<file path="src/rtl/div_restoring.sv">
// Iterative unsigned restoring divider: one quotient bit per clock, start/done handshake.
// Divide-by-zero completes in one cycle with saturated quotient and pass-through remainder.
//
// state | meaning
// IDLE  | waiting for start; results held
// RUN   | one restoring step per edge, count steps remaining
// DONE  | one-cycle done pulse, results valid
module div_restoring #(
  parameter int WIDTH = 32
) (
  input  logic             clk,
  input  logic             rst_n,
  input  logic             start,
  input  logic [WIDTH-1:0] dividend,
  input  logic [WIDTH-1:0] divisor,
  output logic             busy,
  output logic             done,
  output logic [WIDTH-1:0] quotient,
  output logic [WIDTH-1:0] remainder,
  output logic             div_by_zero
);

  localparam int CW = $clog2(WIDTH + 1);

  typedef enum logic [1:0] {IDLE, RUN, DONE} state_t;

  state_t           state, state_nx;
  logic [CW-1:0]    count;
  logic [WIDTH-1:0] part_rem;
  logic [WIDTH-1:0] quo_sh;
  logic [WIDTH-1:0] divisor_r;
  logic [WIDTH:0]   shifted;
  logic [WIDTH+1:0] diff;
  logic             borrow;
  logic [WIDTH-1:0] rem_nx;
  logic [WIDTH-1:0] quo_nx;
  logic             last_step;

  // Extra guard bit on the subtraction makes the borrow unambiguous even when
  // the shifted remainder uses its WIDTH+1'th bit.
  always_comb begin
    shifted   = {part_rem, quo_sh[WIDTH-1]};
    diff      = {1'b0, shifted} - {2'b00, divisor_r};
    borrow    = diff[WIDTH+1];
    rem_nx    = borrow ? shifted[WIDTH-1:0] : diff[WIDTH-1:0];
    quo_nx    = {quo_sh[WIDTH-2:0], ~borrow};
    last_step = (count == CW'(1));
  end

  always_ff @(posedge clk or negedge rst_n) begin
    if (!rst_n) state <= IDLE;
    else        state <= state_nx;
  end

  always_comb begin
    state_nx = state;
    busy     = 1'b0;
    done     = 1'b0;
    case (state)
      IDLE: begin
        if (start) state_nx = (divisor == '0) ? DONE : RUN;
      end
      RUN: begin
        busy = 1'b1;
        if (last_step) state_nx = DONE;
      end
      DONE: begin
        done     = 1'b1;
        state_nx = IDLE;
      end
      default: state_nx = IDLE;
    endcase
  end

  always_ff @(posedge clk or negedge rst_n) begin
    if (!rst_n) begin
      count       <= '0;
      part_rem    <= '0;
      quo_sh      <= '0;
      divisor_r   <= '0;
      quotient    <= '0;
      remainder   <= '0;
      div_by_zero <= 1'b0;
    end else begin
      case (state)
        IDLE: begin
          if (start) begin
            if (divisor == '0) begin
              quotient    <= '1;
              remainder   <= dividend;
              div_by_zero <= 1'b1;
            end else begin
              quo_sh    <= dividend;
              divisor_r <= divisor;
              part_rem  <= '0;
              count     <= CW'(WIDTH);
            end
          end
        end
        RUN: begin
          part_rem <= rem_nx;
          quo_sh   <= quo_nx;
          count    <= count - CW'(1);
          // Results are published on the final step so they appear with done.
          if (last_step) begin
            quotient    <= quo_nx;
            remainder   <= rem_nx;
            div_by_zero <= 1'b0;
          end
        end
        default: ;
      endcase
    end
  end

endmodule

</file>
<file path="config.mk">
export PLATFORM = sky130hd
export DESIGN_NAME = div_restoring
export DESIGN_NICKNAME = d
export VERILOG_FILES = /design/src/rtl/div_restoring.sv
export SDC_FILE = /design/constraint.sdc
export NUM_CORES = 1
export LEC_CHECK = 0
export ABC_AREA = 1
export BUFFER_PORTS_ARGS = -buffer_cell sky130_fd_sc_hd__buf_2
export CAP_MARGIN = 0
export CORE_ASPECT_RATIO = 1.2
export CORE_MARGIN = 8
export CORE_UTILIZATION = 59
export CTS_CLUSTER_SIZE = 20
export DETAILED_ROUTE_END_ITERATION = 16
export PLACE_DENSITY = 0.81
export SLEW_MARGIN = 15
export SYNTH_ARGS = -nofsm -noshare
export SYNTH_HDL_FRONTEND = slang
export SYNTH_SLANG_ARGS = --single-unit
export TNS_END_PERCENT = 20
</file>
<file path="constraint.sdc">
create_clock -name clk -period 2.8 [get_ports clk]
set_input_delay 0.56 -clock clk [delete_from_list [all_inputs] [get_ports clk]]
set_output_delay 0.56 -clock clk [all_outputs]
set_load 0.005 [all_outputs]
</file>
==> impl_metrics.yaml <==
status:
  status: "finished, final reports clean"
layout:
  syn2layout_area_growth_pct: 15.0
  layout_common_cells: "nand2_1, inv_1, dfrtp_1"
  stdcell_count: 1804
  diodes: 0
  stdcell_area_um2: 11700
  multi_input_area_um2: 4730
  regArea_um2: 4230
  layout-drive-gt1-share: 0.155
  final_common_cell: "nand2_1"
  fillCellCount: 1512
  layout.nets: 1677
synth:
  synthDistinctLibCells: 38
  ys_ff_latch: 169
  synth_edf_count: 0
  synth_flop_cell: "dfrtp_1"
  ys_warn_count: 0
  syn_inst: 1453
  ys_seq_area_frac: 0.415
  syn-cell-area_um2: 10200
  synth_nets: 1555
  syn_area_per_cell_um2: 7.01
  async_reset_ff_frac: 1.00
place:
  io_buffers: 133
  dp.cells: 1772
  place_ws_ns: 0.231
  dpl_cell_area_um2: 11100
  dp_hpwl_um: 21900
  gp_congestion: 0.923
power_and_ir_drop:
  switching_share: 0.487
  p_sw_mw: 7.53
  pwr-share-clk: 0.152
  peakVddDrop_v: 0.000893
  p_comb_frac: 0.575
  p_total_mw: 15.4
  powerDensity_nw_per_um2: 1320
  pwr-share-seq: 0.273
  power.leakage_nw: 6.65
  intPower_mw: 7.92
routing:
  routed.top_layer: "met4"
  drt-met1-wl_um: 12700
  wl_met3_um: 2030
  met2RoutedLength_um: 12900
  viasPerCell: 5.27
  drtAntennaViolNets: 0
  drc: 0
  drt_iter0_markers: 584
  wirelength_um: 28400
  vias: 9499
  wl_per_cell_um: 15.8
  dr.pass1.iters: 5
clock_tree:
  htree_levels: 4
  clk_pin_slew_worst_paths_ns: 0.07
  holdBufCountCts: 0
  cts.repair.resized: 0
  clock-sinks: 169
  cts-buffers-inserted: 17
  postCtsSetupRepairBufs: 0
  root_buffer: "clkbuf_16"
  cts_max_path_buffers: 2
  clock_latency_ns: 0.44
  cts_tree: "yes"
floorplan:
  die_w_um: 136
  core_area_um2: 16900
  start_util: 0.602
  fp-row-count: 52
  dieArea_um2: 21700
  die_y_um: 160
  pin_count: 134
worst_setup_path:
  path_buf_inv: 2
  path_cells: "ha_1 > a21oi_1 > nor2_1 > nor3_1 > nand2_1 > nor2_4 > buf_4 > nand4_1 > nand3_1 > nand2_1 > inv_1"
  cp.arrival_ns: 2.98
  crit_slowest_cell: "dfrtp_1"
  cp_max_fo: 23
  path_common_cell: "nand2_1"
  cp-start-kind: "flip-flop"
  end_kind: "flip-flop"
  crit_type: "flip-flop to flip-flop"
  worstPathRequired_ns: 3.18
  crit_family: "simple AND/OR/NAND/NOR gates"
  crit_path_max_incr_delay_ns: 0.43
timing:
  drv_slew: 0
  fin_ws_ns: 0.202
  skew_ns: 0.00782
  tightest_slew_ns: 0.621
  max_freq_mhz: 385
  rsz0062_at_grt: "false"
  min_period_over_period: 0.928
  report.final.hold_viol_count: 0
  layout_min_cycle_time_ns: 2.60
  setup_viol: 0
  setup_tns_ns: 0
  timing.slew.headroom: 0.586
grt:
  grt_antenna_before_repair: 0
  overflow: 0
  grt_pass1_wl_um: 46500
  grt_pass1_vias: 9254
  gr-usage-all-layers: 0.267
  grt_max_degree: 60
min_path:
  hp-class: "primary input to async pin"
job:
  maxCapViolCount: 0
==> logic make-up after synthesis <==
kind of cell    count (synthesis)  share of synthesized area
buf+inv                       310                      0.121
xor+xnor                       15                     0.0129
compound gates                165                     0.0845
simple gates                  759                      0.323
flops                         169                      0.415
fa+ha+maj                      35                     0.0437
==> power groups by stage <==
stage | combinational, mW | sequential [mW] | clock, mW
floorplan | 6.28 | 4.11 | 0
global placement | 8.60 | 4.20 | 0
detailed placement | 8.76 | 4.21 | 0
CTS | 8.86 | 4.20 | 2.38
global route | 10.1 | 4.32 | 2.48
finish | 8.89 | 4.21 | 2.35
==> area by class of cell <==
cell class,count,area share
well taps,216,0.0231
repair buffers,152,0.0781
inverters,261,0.0836
multi-input cells,974,0.404
flip-flops and latches,169,0.361
clock inverters,14,0.0130
clock buffers,18,0.0375
==> path summary, 6_finish.rpt <==
kind	start	to	slack [ns]	depth (start not counted)
worst min-delay path	rst_n	remainder[7]	0.11	1
max in group asynchronous	rst_n	divisor_r[23]	1.92	2
worst max register to register	part_rem[29]	remainder[18]	0.20	11
min in group clk	divisor[6]	divisor_r[6]	0.34	3
worst min register to register	divisor_r[0]	divisor_r[0]	0.50	2
worst max-delay path	part_rem[29]	remainder[18]	0.20	11
==> through the flow <==
| step | hold slack (ns) | utilization |
|---|---|---|
| 2_1_floorplan | 0.264 | - |
| 3_3_place_gp | 0.464 | 0.657 |
| 3_5_place_dp | 0.473 | 0.657 |
| 4_1_cts | 0.125 | 0.692 |
| 5_1_grt | 0.146 | 0.692 |
| 6_report | 0.109 | 0.692 |
==> cell usage after synthesis, drive strengths merged (2+ instances only) <==
library cell / number / area (um^2)
nand2: 431 / 1670
inv: 261 / 980
dfrtp: 169 / 4230
nor2: 130 / 508
nand3: 108 / 551
o21ai: 104 / 521
a21oi: 54 / 289
nand4: 42 / 263
or2: 36 / 225
buf: 35 / 200
ha: 34 / 425
xor2: 15 / 131
clkbuf: 14 / 52.6
nor3: 8 / 45.0
and2: 2 / 12.5
o21a: 2 / 15.0
o21bai: 2 / 15.0
==> worst register-to-register path, cell delays in order (launching register included) <==
cell and delay, ns:
dfrtp_1 0.43, ha_1 0.38, a21oi_1 0.28, nor2_1 0.07
nor3_1 0.14, nand2_1 0.12, nor2_4 0.34, buf_4 0.35
nand4_1 0.20, nand3_1 0.15, nand2_1 0.06, inv_1 0.04
==> registers in the layout, indices dropped and copies added (netlist names) <==
| name | count |
|---|---|
| divisor_r | 32 |
| remainder | 32 |
| part_rem | 32 |
| state | 2 |
| quotient | 32 |
| div_by_zero | 1 |
| quo_sh | 32 |
| count | 6 |
==> layer usage <==
metal / global-route usage / up-vias
met5: 0 / -
met4: 0.0915 / 0
met3: 0.0515 / 49
met2: 0.415 / 311
met1: 0.364 / 4378
li1: - / 4761
Power figures use the tool's default switching activity.
